===== config.mk =====
export PLATFORM = sky130hd
export DESIGN_NAME = tmds_rx_word_align_flat
export DESIGN_NICKNAME = d
export VERILOG_FILES = /design/src/rtl/tmds_rx_pkg.sv /design/src/rtl/tmds_rx_word_align_if.sv /design/src/rtl/tmds_ctl_token_det.sv /design/src/rtl/tmds_rx_word_align.sv /design/src/flat_wrapper.sv
export SDC_FILE = /design/constraint.sdc
export NUM_CORES = 1
export LEC_CHECK = 0
export ABC_AREA = 1
export CORE_MARGIN = 2
export CORE_UTILIZATION = 45
export DETAILED_ROUTE_END_ITERATION = 10
export HOLD_SLACK_MARGIN = 0.15
export PLACE_DENSITY_LB_ADDON = 0.2
export SYNTH_ARGS = -nofsm -noshare
export SYNTH_HDL_FRONTEND = slang
export SYNTH_SLANG_ARGS = --single-unit

===== constraint.sdc =====
create_clock -name pclk -period 5.5 [get_ports pclk]
set_input_delay 1.1 -clock pclk [delete_from_list [all_inputs] [get_ports pclk]]
set_output_delay 1.1 -clock pclk [all_outputs]
set_load 0.02 [all_outputs]

===== src/rtl/tmds_rx_pkg.sv =====
// Shared definitions for the TMDS receive word aligner and control-token detector.
// Token values are the DVI/HDMI control symbols as they appear on the aligned 10-bit bus.
package tmds_rx_pkg;

    localparam logic [9:0] CTL_TOKEN_00 = 10'h354;
    localparam logic [9:0] CTL_TOKEN_01 = 10'h0AB;
    localparam logic [9:0] CTL_TOKEN_10 = 10'h154;
    localparam logic [9:0] CTL_TOKEN_11 = 10'h2AB;

    localparam logic [3:0] OFFSET_MAX = 4'd9;

    typedef enum logic {
        SEARCH = 1'b0,
        LOCKED = 1'b1
    } align_state_e;

    function automatic logic [3:0] next_offset(input logic [3:0] cur);
        return (cur >= OFFSET_MAX) ? 4'd0 : cur + 4'd1;
    endfunction

endpackage


===== src/rtl/tmds_rx_word_align_if.sv =====
// Per-lane bus between the ISERDES/resync source and the word aligner.
// The master side supplies raw words and resync; the slave side returns aligned symbols and status.
interface tmds_rx_word_align_if;

    logic [9:0] rxdata;
    logic       resync;
    logic [9:0] dout;
    logic       dout_vld;
    logic       locked;
    logic [3:0] offset;
    logic       ctl_det;
    logic [1:0] ctl;

    modport master (
        output rxdata, resync,
        input  dout, dout_vld, locked, offset, ctl_det, ctl
    );

    modport slave (
        input  rxdata, resync,
        output dout, dout_vld, locked, offset, ctl_det, ctl
    );

endinterface


===== src/rtl/tmds_ctl_token_det.sv =====
// Recognises the four TMDS control tokens on an aligned symbol and returns {C1,C0}.
// Purely combinational so the TMDS decoder can reuse it unchanged.
module tmds_ctl_token_det
    import tmds_rx_pkg::*;
(
    input  logic [9:0] sym,
    output logic       ctl_det,
    output logic [1:0] ctl
);

    always_comb begin
        ctl_det = 1'b1;
        ctl     = 2'b00;
        case (sym)
            CTL_TOKEN_00: ctl = 2'b00;
            CTL_TOKEN_01: ctl = 2'b01;
            CTL_TOKEN_10: ctl = 2'b10;
            CTL_TOKEN_11: ctl = 2'b11;
            default:      ctl_det = 1'b0;
        endcase
    end

endmodule


===== src/rtl/tmds_rx_word_align.sv =====
// TMDS receive word aligner: hunts control tokens across the ten bit offsets of the raw
// ISERDES words, then holds lock until tokens vanish for too long or resync is pulsed.
module tmds_rx_word_align
    import tmds_rx_pkg::*;
#(
    parameter int LOCK_CNT       = 64,
    parameter int SEARCH_TIMEOUT = 4096,
    parameter int LOSS_TIMEOUT   = 8192,
    parameter int CNT_W          = 14
) (
    input  logic                 pclk,
    input  logic                 rxrst,
    tmds_rx_word_align_if.slave  bus
);

    localparam logic [CNT_W-1:0] LOCK_LAST   = CNT_W'(LOCK_CNT - 1);
    localparam logic [CNT_W-1:0] SEARCH_LAST = CNT_W'(SEARCH_TIMEOUT - 1);
    localparam logic [CNT_W-1:0] LOSS_LAST   = CNT_W'(LOSS_TIMEOUT - 1);

    align_state_e     state, state_nxt;
    logic [3:0]       offset, offset_nxt;
    logic [CNT_W-1:0] tmr, tmr_nxt;
    logic [CNT_W-1:0] run, run_nxt;
    logic             settle, settle_nxt;
    logic [9:0]       q1, q2;
    logic [9:0]       aligned, aligned_nxt;
    logic [18:0]      cat;
    logic             ctl_det;
    logic [1:0]       ctl;

    function automatic logic [CNT_W-1:0] sat_inc(input logic [CNT_W-1:0] v);
        return (&v) ? v : v + CNT_W'(1);
    endfunction

    // The newest word's MSB is never selected (offset tops out at 9), so it is left out of the window.
    assign cat = {q1[8:0], q2};

    always_comb begin
        aligned_nxt = cat[9:0];
        for (int i = 0; i < 10; i++) begin
            if (offset == 4'(i)) aligned_nxt = cat[i +: 10];
        end
    end

    always_ff @(posedge pclk or posedge rxrst) begin
        if (rxrst) begin
            q1      <= '0;
            q2      <= '0;
            aligned <= '0;
        end else begin
            q1      <= bus.rxdata;
            q2      <= q1;
            aligned <= aligned_nxt;
        end
    end

    tmds_ctl_token_det u_token_det (
        .sym     (aligned),
        .ctl_det (ctl_det),
        .ctl     (ctl)
    );

    always_ff @(posedge pclk or posedge rxrst) begin
        if (rxrst) begin
            state  <= SEARCH;
            offset <= '0;
            tmr    <= '0;
            run    <= '0;
            settle <= 1'b0;
        end else begin
            state  <= state_nxt;
            offset <= offset_nxt;
            tmr    <= tmr_nxt;
            run    <= run_nxt;
            settle <= settle_nxt;
        end
    end

    // settle marks the one symbol still built with the previous offset, which must not count toward lock.
    always_comb begin
        state_nxt  = state;
        offset_nxt = offset;
        tmr_nxt    = tmr;
        run_nxt    = run;
        settle_nxt = 1'b0;
        if (bus.resync) begin
            state_nxt  = SEARCH;
            offset_nxt = next_offset(offset);
            tmr_nxt    = '0;
            run_nxt    = '0;
            settle_nxt = 1'b1;
        end else begin
            case (state)
                SEARCH: begin
                    tmr_nxt = sat_inc(tmr);
                    run_nxt = (ctl_det && !settle) ? sat_inc(run) : '0;
                    if (ctl_det && !settle && run >= LOCK_LAST) begin
                        state_nxt = LOCKED;
                        tmr_nxt   = '0;
                        run_nxt   = '0;
                    end else if (tmr >= SEARCH_LAST) begin
                        offset_nxt = next_offset(offset);
                        tmr_nxt    = '0;
                        run_nxt    = '0;
                        settle_nxt = 1'b1;
                    end
                end
                LOCKED: begin
                    tmr_nxt = ctl_det ? '0 : sat_inc(tmr);
                    if (tmr >= LOSS_LAST) begin
                        state_nxt  = SEARCH;
                        offset_nxt = next_offset(offset);
                        tmr_nxt    = '0;
                        run_nxt    = '0;
                        settle_nxt = 1'b1;
                    end
                end
                default: state_nxt = SEARCH;
            endcase
        end
    end

    assign bus.dout     = aligned;
    assign bus.locked   = (state == LOCKED);
    assign bus.dout_vld = (state == LOCKED);
    assign bus.offset   = offset;
    assign bus.ctl_det  = ctl_det;
    assign bus.ctl      = ctl;

endmodule


===== src/flat_wrapper.sv =====
// flat-port wrapper written by rule: the top's interface ports become plain ports
module tmds_rx_word_align_flat import tmds_rx_pkg::*;
#(
    parameter int LOCK_CNT       = 64,
    parameter int SEARCH_TIMEOUT = 4096,
    parameter int LOSS_TIMEOUT   = 8192,
    parameter int CNT_W          = 14
)
  (pclk, rxrst, bus_rxdata, bus_resync, bus_dout, bus_dout_vld, bus_locked, bus_offset, bus_ctl_det, bus_ctl);
  tmds_rx_word_align_if bus_i ();
  input  logic pclk;
  input  logic rxrst;
  input wire logic [$bits(bus_i.rxdata)-1:0] bus_rxdata;
  input wire logic [$bits(bus_i.resync)-1:0] bus_resync;
  output wire logic [$bits(bus_i.dout)-1:0] bus_dout;
  output wire logic [$bits(bus_i.dout_vld)-1:0] bus_dout_vld;
  output wire logic [$bits(bus_i.locked)-1:0] bus_locked;
  output wire logic [$bits(bus_i.offset)-1:0] bus_offset;
  output wire logic [$bits(bus_i.ctl_det)-1:0] bus_ctl_det;
  output wire logic [$bits(bus_i.ctl)-1:0] bus_ctl;
  assign bus_i.rxdata = bus_rxdata;
  assign bus_i.resync = bus_resync;
  assign bus_dout = bus_i.dout;
  assign bus_dout_vld = bus_i.dout_vld;
  assign bus_locked = bus_i.locked;
  assign bus_offset = bus_i.offset;
  assign bus_ctl_det = bus_i.ctl_det;
  assign bus_ctl = bus_i.ctl;
  tmds_rx_word_align #(.LOCK_CNT(LOCK_CNT), .SEARCH_TIMEOUT(SEARCH_TIMEOUT), .LOSS_TIMEOUT(LOSS_TIMEOUT), .CNT_W(CNT_W)) u_core (.pclk(pclk), .rxrst(rxrst), .bus(bus_i));
endmodule

==> summary.md, run 1 <==
| Metric | Value |
|---|---|
| Syn Area/Cell | 7.01 µm² |
| DR iter-0 viols | 170 |
| Leak | 2.15 nW |
| Final Routed Wirelength | 8530 µm |
| Ys async rst share | 100% |
| CTS hold repair buffers | 0 |
| Core Util, Final | 53.9% |
| CP most frequent cell | nand2_1 |
| Psw | 839 µW |
| Router iterations before antenna repair | 4 |
| Core footprint | 0.00818 mm² |
| Clock sink total | 64 |
| Crit share post-route | 55.5% |
| FMAX | 328 MHz |
| CTS root buf | clkbuf_8 |
| Status | completed |
| Finished Layout Cells | 680 |
| Post-CTS Setup Repair Bufs | 0 |
| Antenna viol nets, final | 0 |
| Die area | 0.00918 mm² |
| Max layer used | met4 |
| Max Transition Viols Final | 0 |
| Share of cells above drive strength 1 | 6.96% |
| Grt ovf | 0 |
| Final clock skew | 0.0116 ns |
| CTS Buf Count | 9 |
| Seq cells post-synth | 64 |
| Top FF cell, synth | dfrtp_1 |
| Setup TNS | 0 ns |
| Area delta synth->final | 16.1% |
| Worst VDD drop | 0.159 mV |
| Vias in the first global route | 3306 |
| Worst hold slack | 0.373 ns |
| Final hold vios | 0 |
| Min cycle time layout | 3.05 ns |
| Kind of critical path | register to output pin |
| Met2 Wirelength | 4200 µm |
| CTS tree | done |
| Routed length on met3 | 249 µm |
| Critical path cell sequence | inv_1 > nand2_1 > nor4_1 > nand2_1 > o21ai_0 > clkdlybuf4s50_1 |
| Clock H-tree levels | 3 |
| Combinational power share | 46.6% |
| Flop2flop setup slack | 3.04 ns |
| Cells after Synth | 541 |
| Worst Path Arrival | 1.95 ns |
| Pwr Density | 448 mW/mm² |
| Crit end category | output pin |
| Flop pwr share | 30.7% |
| CP max stage delay | 0.62 ns |
| Clock Power Share | 22.7% |
| Min-Delay Path Depth | 0 |
| Worst-path fanout max | 3 |
| Remaining DRCs | 0 |
| Number of placement rows | 33 |
| Post_cts resized | 0 |
| Cell Area, Synth | 0.00379 mm² |
| DIE WIDTH | 95.8 µm |
| Internal | 1.14 mW |
| Synth unique cells | 35 |
| DPL Wire Length | 6110 µm |
| Cells on worst reg2reg path | 7 |
| Synth Warn # | 0 |
| Worst-Skew Late Latency | 0.34 ns |
| Maximum clock insertion buffer count | 2 |
| Final Setup Violations | 0 |
| Largest net degree at the start of global routing | 65 |
| Placer Congestion | 0.854 |
| Hold Path Class | register to register |
| Pwr Total | 1.98 mW |
| Vert. Die Dim | 95.8 µm |
| Worst-path cell with the longest stage delay | clkdlybuf4s50_1 |
| Met1 Wirelength | 3900 µm |
| Avg WL per Cell | 12.5 µm |
| Wire length of the first global-routing pass | 14800 µm |
| Initial core utilization | 46.4% |
| RSZ-0062 raised after global routing | no |
| Ant diodes | 0 |
| CP startpoint kind | register |
| Vias/cell | 4.95 |
| Layout Nets | 589 |
| Net Sw Frac | 42.5% |
| Post-synthesis sequential area ratio | 42.2% |
| WP data required | 4.40 ns |
| Maxcap violations | 0 |
| Via count | 3367 |
| Ports | 32 |
| Worst Tran Pin Value | 1.12 ns |
| Post-Syn Nets | 560 |
| Initial antenna violation count | 0 |
| Post-synth EDFFs | 0 |
| Port Buffers | 31 |
| Placed cell count | 664 |
| Clk slew on worst S/H paths | 0.07 ns |
| Worst slew margin | 24.7% |
| Overall Global Routing Usage | 20.7% |
-- sequential cells by signal, summed over array words and instances (netlist names) --
name and count:
u_core.bus.dout 10, u_core.bus.dout_vld 1, u_core.bus.offset 4, u_core.q1 10, u_core.q2 10, u_core.run 14
u_core.settle 1, u_core.tmr 14
-- stage by stage --
step | instance area [µm²] | worst slack (ns)
after global placement | 4190 | 2.83
after global routing | 4410 | 2.27
after floorplan | 3790 | 2.69
after detailed placement | 4190 | 2.80
after CTS | 4410 | 2.42
final | 4410 | 2.45
-- metal layers --
metal | vias up | global-route usage (%)
met5 | - | 0
met4 | 0 | 8.45
met3 | 14 | 3.60
met2 | 57 | 35.9
met1 | 1543 | 25.5
li1 | 1753 | -
-- cells in the mapped netlist (6+ instances only) --
cell type,instances,area share (%)
nand2_1,163,16
inv_1,80,7.9
dfrtp_1,64,42
nand3_1,54,7.1
nor2_1,44,4.4
a21oi_1,29,3.8
o21ai_0,28,3.7
nand4_1,9,1.5
clkbuf_1,8,0.79
xor2_1,8,1.8
buf_2,6,0.79
ha_1,6,2.0
nor3_1,6,0.79
-- worst paths after layout --
check / from / end
max: u_core.bus.dout[6] / bus_ctl[1]
min: u_core.q1[8] / u_core.q2[8]
max reg2reg: u_core.bus.offset[1] / u_core.bus.dout[0]
min reg2reg: u_core.q1[8] / u_core.q2[8]
max in group asynchronous: rxrst / u_core.q2[7]
min in group asynchronous: rxrst / u_core.tmr[10]
-- layout make-up --
cell class / count / area, µm²
Clock buffer: 9 / 124
Tap cell: 105 / 131
Inverter: 88 / 333
Timing Repair Buffer: 34 / 333
Clock inverter: 7 / 96.3
Sequential cell: 64 / 1600
Multi-Input combinational cell: 373 / 1790
Fill cell: 779 / 3770
-- placed cells by master, fill, tap and decap left out --
| master | Yosys | layout |
|---|---|---|
| nor4_1 | 3 | 3 |
| a31oi_1 | 1 | 1 |
| clkdlybuf4s50_1 | 0 | 31 |
| xnor2_1 | 2 | 2 |
| clkbuf_8 | 0 | 9 |
| clkinvlp_4 | 0 | 3 |
| nand3_1 | 54 | 54 |
| nand3b_1 | 2 | 2 |
| a21oi_1 | 29 | 29 |
| nor2_1 | 44 | 44 |
| buf_4 | 1 | 3 |
| nand2_4 | 1 | 1 |
| clkinv_1 | 3 | 3 |
| nor3_2 | 1 | 2 |
| nand2_1 | 163 | 163 |
| ha_1 | 6 | 6 |
| o21ai_2 | 1 | 1 |
| dfrtp_1 | 64 | 64 |
| nand4_2 | 1 | 1 |
| nor2_4 | 1 | 1 |
| nand3_2 | 1 | 1 |
| o21ai_1 | 3 | 3 |
| o22ai_1 | 1 | 1 |
| nand4_4 | 1 | 1 |
| nor2_2 | 3 | 3 |
| bufinv_16 | 0 | 2 |
| nor3_1 | 6 | 5 |
| nand4_1 | 9 | 9 |
| clkinv_2 | 2 | 3 |
| inv_1 | 80 | 79 |
| inv_2 | 3 | 4 |
| clkinv_4 | 0 | 1 |
| o21ai_0 | 28 | 28 |
| xor2_1 | 8 | 8 |
| or2_2 | 2 | 2 |
| nor3_4 | 1 | 1 |
| nand2_2 | 1 | 1 |
-- cells by family after synthesis --
group                      share of synthesized area [%]
adders and majority gates                           1.98
AOI/OAI and AO/OA                                   8.47
xor gates and xnor gates                            2.31
and+or+nand+nor                                     34.2
buffers and inverters                               10.8
DFF                                                 42.2
-- worst max-delay path: cells and delay by family, from the launching register on --
kind | cells | cell delay, ns
buffers and inverters | 2 | 0.68
AND/OR/NAND/NOR | 3 | 0.47
flip-flops | 1 | 0.39
AO/OA/AOI/OAI | 1 | 0.08
-- power by group through the flow --
stage / clock network, mW / logic, mW / registers [mW]
after CTS: 0.455 / 0.925 / 0.607
after floorplan: 0 / 0.606 / 0.660
final: 0.448 / 0.921 / 0.606
after global routing: 0.480 / 1.07 / 0.616
after detailed placement: 0 / 0.923 / 0.616
after global placement: 0 / 0.916 / 0.612
(Power assumes the default switching activity.)
==> run 2: changes to the inputs <==
- clock period: 5.5 -> 3.2 ns (I/O delays scaled with it)
==> summary.md, run 2 (same netlist as run 1, synthesis figures left out) <==
| Metric | Value |
|---|---|
| Finished Layout Cells | 682 |
| Pwr Density | 778 mW/mm² |
| Number of placement rows | 33 |
| Max Transition Viols Final | 0 |
| Crit end category | output pin |
| Area delta synth->final | 17.4% |
| Maximum clock insertion buffer count | 2 |
| Min cycle time layout | 2.61 ns |
| Status | completed |
| Most frequent cells in the layout | 163 x nand2_1, 79 x inv_1, 64 x dfrtp_1 |
| Worst-path fanout max | 3 |
| Worst-path cell with the longest stage delay | clkdlybuf4s50_1 |
| Remaining DRCs | 0 |
| CP startpoint kind | register |
| Grt ovf | 0 |
| DIE WIDTH | 95.8 µm |
| Placer Congestion | 0.921 |
| Setup TNS | 0 ns |
| Post_cts resized | 0 |
| Router iterations before antenna repair | 5 |
| Initial antenna violation count | 0 |
| RSZ-0062 raised after global routing | no |
| Clock H-tree levels | 3 |
| Die area | 0.00918 mm² |
| Largest net degree at the start of global routing | 30 |
| Biggest regs | u_core.run: 14 flops, u_core.tmr: 14 flops |
| Ant diodes | 0 |
| Placed cell count | 666 |
| WP data required | 2.56 ns |
| Total area of sequential cells | 0.00160 mm² |
| Worst VDD drop | 0.346 mV |
| Clk slew on worst S/H paths | 0.07 ns |
| Final Setup Violations | 0 |
| Kind of critical path | register to output pin |
| Port Buffers | 31 |
| Core footprint | 0.00818 mm² |
| Layout Nets | 591 |
| Flop2flop setup slack | 0.89 ns |
| Most common cell after layout, fill and taps aside | nand2_1 |
| DR iter-0 viols | 193 |
| FF-to-FF End | u_core.bus.dout[9] |
| CTS tree | done |
| CP most frequent cell | nand2_1 |
| RR Startpoint | u_core.bus.offset[0] |
| Multi-input gate area in the final layout | 0.00179 mm² |
| CTS hold repair buffers | 0 |
| Worst Path Arrival | 1.97 ns |
| Initial core utilization | 46.4% |
| Worst-Skew Late Latency | 0.33 ns |
| Antenna viol nets, final | 0 |
| Worst slew margin | 58.2% |
| Final clock skew | 0.00909 ns |
| DPL Wire Length | 6250 µm |
| Crit share post-route | 81.4% |
| Crit path capture | bus_ctl[1] |
| Vias/cell | 5.07 |
| Final Routed Wirelength | 8590 µm |
| Post-CTS Setup Repair Bufs | 0 |
| Vias in the first global route | 3401 |
| CP max stage delay | 0.62 ns |
| Cells on worst reg2reg path | 14 |
| CTS root buf | clkbuf_8 |
| FMAX | 384 MHz |
| Ports | 32 |
| Crit path from | u_core.bus.dout[6] |
| Via count | 3460 |
| Fillers | 779 |
| Final hold vios | 0 |
| Critical path cell sequence | inv_1 > nand2_1 > nor4_1 > nand2_1 > o21ai_0 > clkdlybuf4s50_1 |
| Vert. Die Dim | 95.8 µm |
| Overall Global Routing Usage | 21.3% |
| Final instance area | 0.00446 mm² |
| Core Util, Final | 54.5% |
| CTS Buf Count | 9 |
| Worst hold slack | 0.389 ns |
| Avg WL per Cell | 12.6 µm |
| Wire length of the first global-routing pass | 15200 µm |
| Share of cells above drive strength 1 | 7.11% |
| Placed cell areas | 0.00421 mm² |
| Leak | 2.18 nW |
| Hold Path Class | register to register |
| Worst Tran Pin Value | 0.625 ns |
| Clock sink total | 64 |
| Maxcap violations | 0 |
-- run 2: power breakdown --
part	internal (mW)	switching [mW]
registers	0.927	0.119
clock network	0.523	0.326
logic	0.592	0.981
-- run 2: layout make-up --
class / instances / area share (%)
Clock buffer: 10 / 2.86
Inverter: 88 / 7.47
Timing Repair Buffer: 36 / 8.09
Multi-Input combinational cell: 373 / 40.1
Clock inverter: 6 / 2.61
Tap cell: 105 / 2.95
Sequential cell: 64 / 35.9
-- run 2: worst min path at each step --
stage	end	depth (start not counted)	from	slack, ns
floorplan	u_core.q2[9]	0	u_core.q1[9]	0.33
global placement	u_core.q2[9]	0	u_core.q1[9]	0.35
detailed placement	u_core.q2[9]	0	u_core.q1[9]	0.36
CTS	u_core.q2[9]	0	u_core.q1[9]	0.39
global route	u_core.q2[9]	0	u_core.q1[9]	0.39
finish	u_core.q2[9]	0	u_core.q1[9]	0.39
-- run 2: per-stage QoR --
step                      power (mW)  worst slack [ns]
after floorplan                 2.18             0.847
after CTS                       3.49             0.559
after global placement          2.61             0.942
after detailed placement        2.63             0.933
after global routing            3.81             0.419
final                           3.47             0.595
-- run 2: per-layer routing --
| layer | wire (µm) | vias to the layer above | global-route usage (%) |
|---|---|---|---|
| met3 | 352 | 17 | 3.52 |
| met1 | 3810 | 1590 | 26.9 |
| met5 | 0 | - | 0 |
| li1 | - | 1759 | - |
| met2 | 4230 | 94 | 35.4 |
| met4 | 203 | 0 | 10.6 |
-- run 2: worst max-delay path, delay by kind of cell, from the launching register on --
kind	cells	cell delay, ns
buffers and inverters	2	0.68
and+or+nand+nor	3	0.49
DFF	1	0.39
AOI/OAI and AO/OA	1	0.08
==> run 3: changes to the inputs <==
- clock period: 3.2 -> 2.3 ns (I/O delays scaled with it)
==> summary.md, run 3 (same netlist as run 1, synthesis figures left out) <==
| Metric | Value |
|---|---|
| Status | completed |
| Placed cell areas | 0.00427 mm² |
| Maxcap violations | 0 |
| Biggest regs | u_core.run: 14 flops, u_core.tmr: 14 flops |
| Fillers | 803 |
| Post-CTS Setup Repair Bufs | 0 |
| Final instance area | 0.00448 mm² |
| Avg WL per Cell | 12.6 µm |
| Initial core utilization | 46.4% |
| Pwr Density | 1070 mW/mm² |
| Core Util, Final | 54.8% |
| Via count | 3439 |
| CTS root buf | clkbuf_8 |
| CP startpoint kind | register |
| Worst Path Arrival | 1.66 ns |
| Psw | 2.01 mW |
| Port Buffers | 31 |
| Combinational power share | 48.0% |
| Worst-path fanout max | 3 |
| Final clock skew | 0.00693 ns |
| Worst slew margin | 72.7% |
| Layout Nets | 598 |
| Most common cell after layout, fill and taps aside | nand2_1 |
| Clock H-tree levels | 3 |
| Clk slew on worst S/H paths | 0.06 ns |
| DIE WIDTH | 95.8 µm |
| CTS hold repair buffers | 0 |
| Ports | 32 |
| Leak | 2.23 nW |
| Vias/cell | 4.99 |
| Clock Power Share | 21.8% |
| CTS tree | done |
| Final Routed Wirelength | 8680 µm |
| Area delta synth->final | 18.1% |
| Most frequent cells in the layout | 163 x nand2_1, 79 x inv_1, 64 x dfrtp_1 |
| Net Sw Frac | 41.9% |
| Initial antenna violation count | 0 |
| Overall Global Routing Usage | 21.1% |
| Antenna viol nets, final | 0 |
| Largest net degree at the start of global routing | 65 |
| Kind of critical path | register to output pin |
| Die area | 0.00918 mm² |
| Ant diodes | 0 |
| Vert. Die Dim | 95.8 µm |
| Clock sink total | 64 |
| Router iterations before antenna repair | 4 |
| Maximum clock insertion buffer count | 2 |
| CTS Buf Count | 9 |
| Number of placement rows | 33 |
| Remaining DRCs | 0 |
| Flop pwr share | 30.1% |
| Internal | 2.78 mW |
| Final hold vios | 0 |
| Hold Path Class | register to register |
| RSZ-0062 raised after global routing | no |
| Crit share post-route | 92.2% |
| Wire length of the first global-routing pass | 15000 µm |
| Placer Congestion | 0.880 |
| Min cycle time layout | 2.12 ns |
| Max Transition Viols Final | 0 |
| Vias in the first global route | 3276 |
| Grt ovf | 0 |
| Setup TNS | 0 ns |
| Final Setup Violations | 0 |
| Worst Tran Pin Value | 0.406 ns |
| Worst VDD drop | 0.474 mV |
| Crit end category | output pin |
| FMAX | 472 MHz |
| DR iter-0 viols | 183 |
| WP data required | 1.84 ns |
| DPL Wire Length | 6410 µm |
| Share of cells above drive strength 1 | 8.39% |
| Core footprint | 0.00818 mm² |
| Worst-Skew Late Latency | 0.35 ns |
[run 3: final cells by class]
class / instances / area [µm²] / share of cell area [%]
multi-input combinational: 373 / 1790 / 40.0
sequential: 64 / 1600 / 35.7
timing repair buffer: 43 / 413 / 9.21
inverter: 88 / 333 / 7.42
tap: 105 / 131 / 2.93
clock buffer: 10 / 128 / 2.85
clock inverter: 6 / 83.8 / 1.87
[run 3: power groups by stage]
stage | Clock (mW) | Combinational (mW) | Sequential (mW)
6_report | 1.05 | 2.30 | 1.44
5_1_grt | 1.13 | 2.65 | 1.47
4_1_cts | 1.08 | 2.31 | 1.45
3_3_place_gp | 0 | 2.27 | 1.46
2_1_floorplan | 0 | 1.45 | 1.58
3_5_place_dp | 0 | 2.30 | 1.47
[run 3: final timing paths]
path | from | depth (start not counted) | slack [ns] | endpoint
setup / recovery | u_core.bus.dout[6] | 6 | 0.18 | bus_ctl[1]
hold / removal | u_core.q1[9] | 0 | 0.37 | u_core.q2[9]
setup reg to reg | u_core.bus.offset[2] | 14 | 0.36 | u_core.bus.dout[1]
hold reg to reg | u_core.q1[9] | 0 | 0.37 | u_core.q2[9]
max in group asynchronous | rxrst | 3 | 1.54 | u_core.bus.dout[6]
min in group asynchronous | rxrst | 3 | 0.51 | u_core.run[2]
[run 3: through the flow]
stage               hold WS [ns]  total power [mW]  cells  worst slack (ns)
floorplan                  0.331              3.03    541             0.127
global placement           0.361              3.73    673             0.273
CTS                        0.370              4.83    689            0.0493
finish                     0.373              4.79    689             0.179
detailed placement         0.354              3.77    673             0.233
global route               0.376              5.25    689           0.00103
[run 3: metal layers]
layer	vias to the layer above	wire [µm]	GRT usage [%]
li1	1770	-	-
met1	1615	3910	26.9
met2	48	4410	36.2
met3	6	289	2.58
met4	0	64	8.57
met5	-	0	0
[run 3: what timing repair did]
action                                  4_1_cts  5_1_grt
cloned                                        0        0
endpoints found under the setup margin        2        2
hold endpoints to repair                      0        0
gates resized for setup                       2        2
[run 3: worst max-delay path, stage by stage (launching register included)]
cell,delay (ns)
dfrtp_1,0.39
inv_1,0.05
nand2_1,0.07
nor4_2,0.31
nand2_1,0.07
o21ai_0,0.07
dlygate4sd2_1,0.35
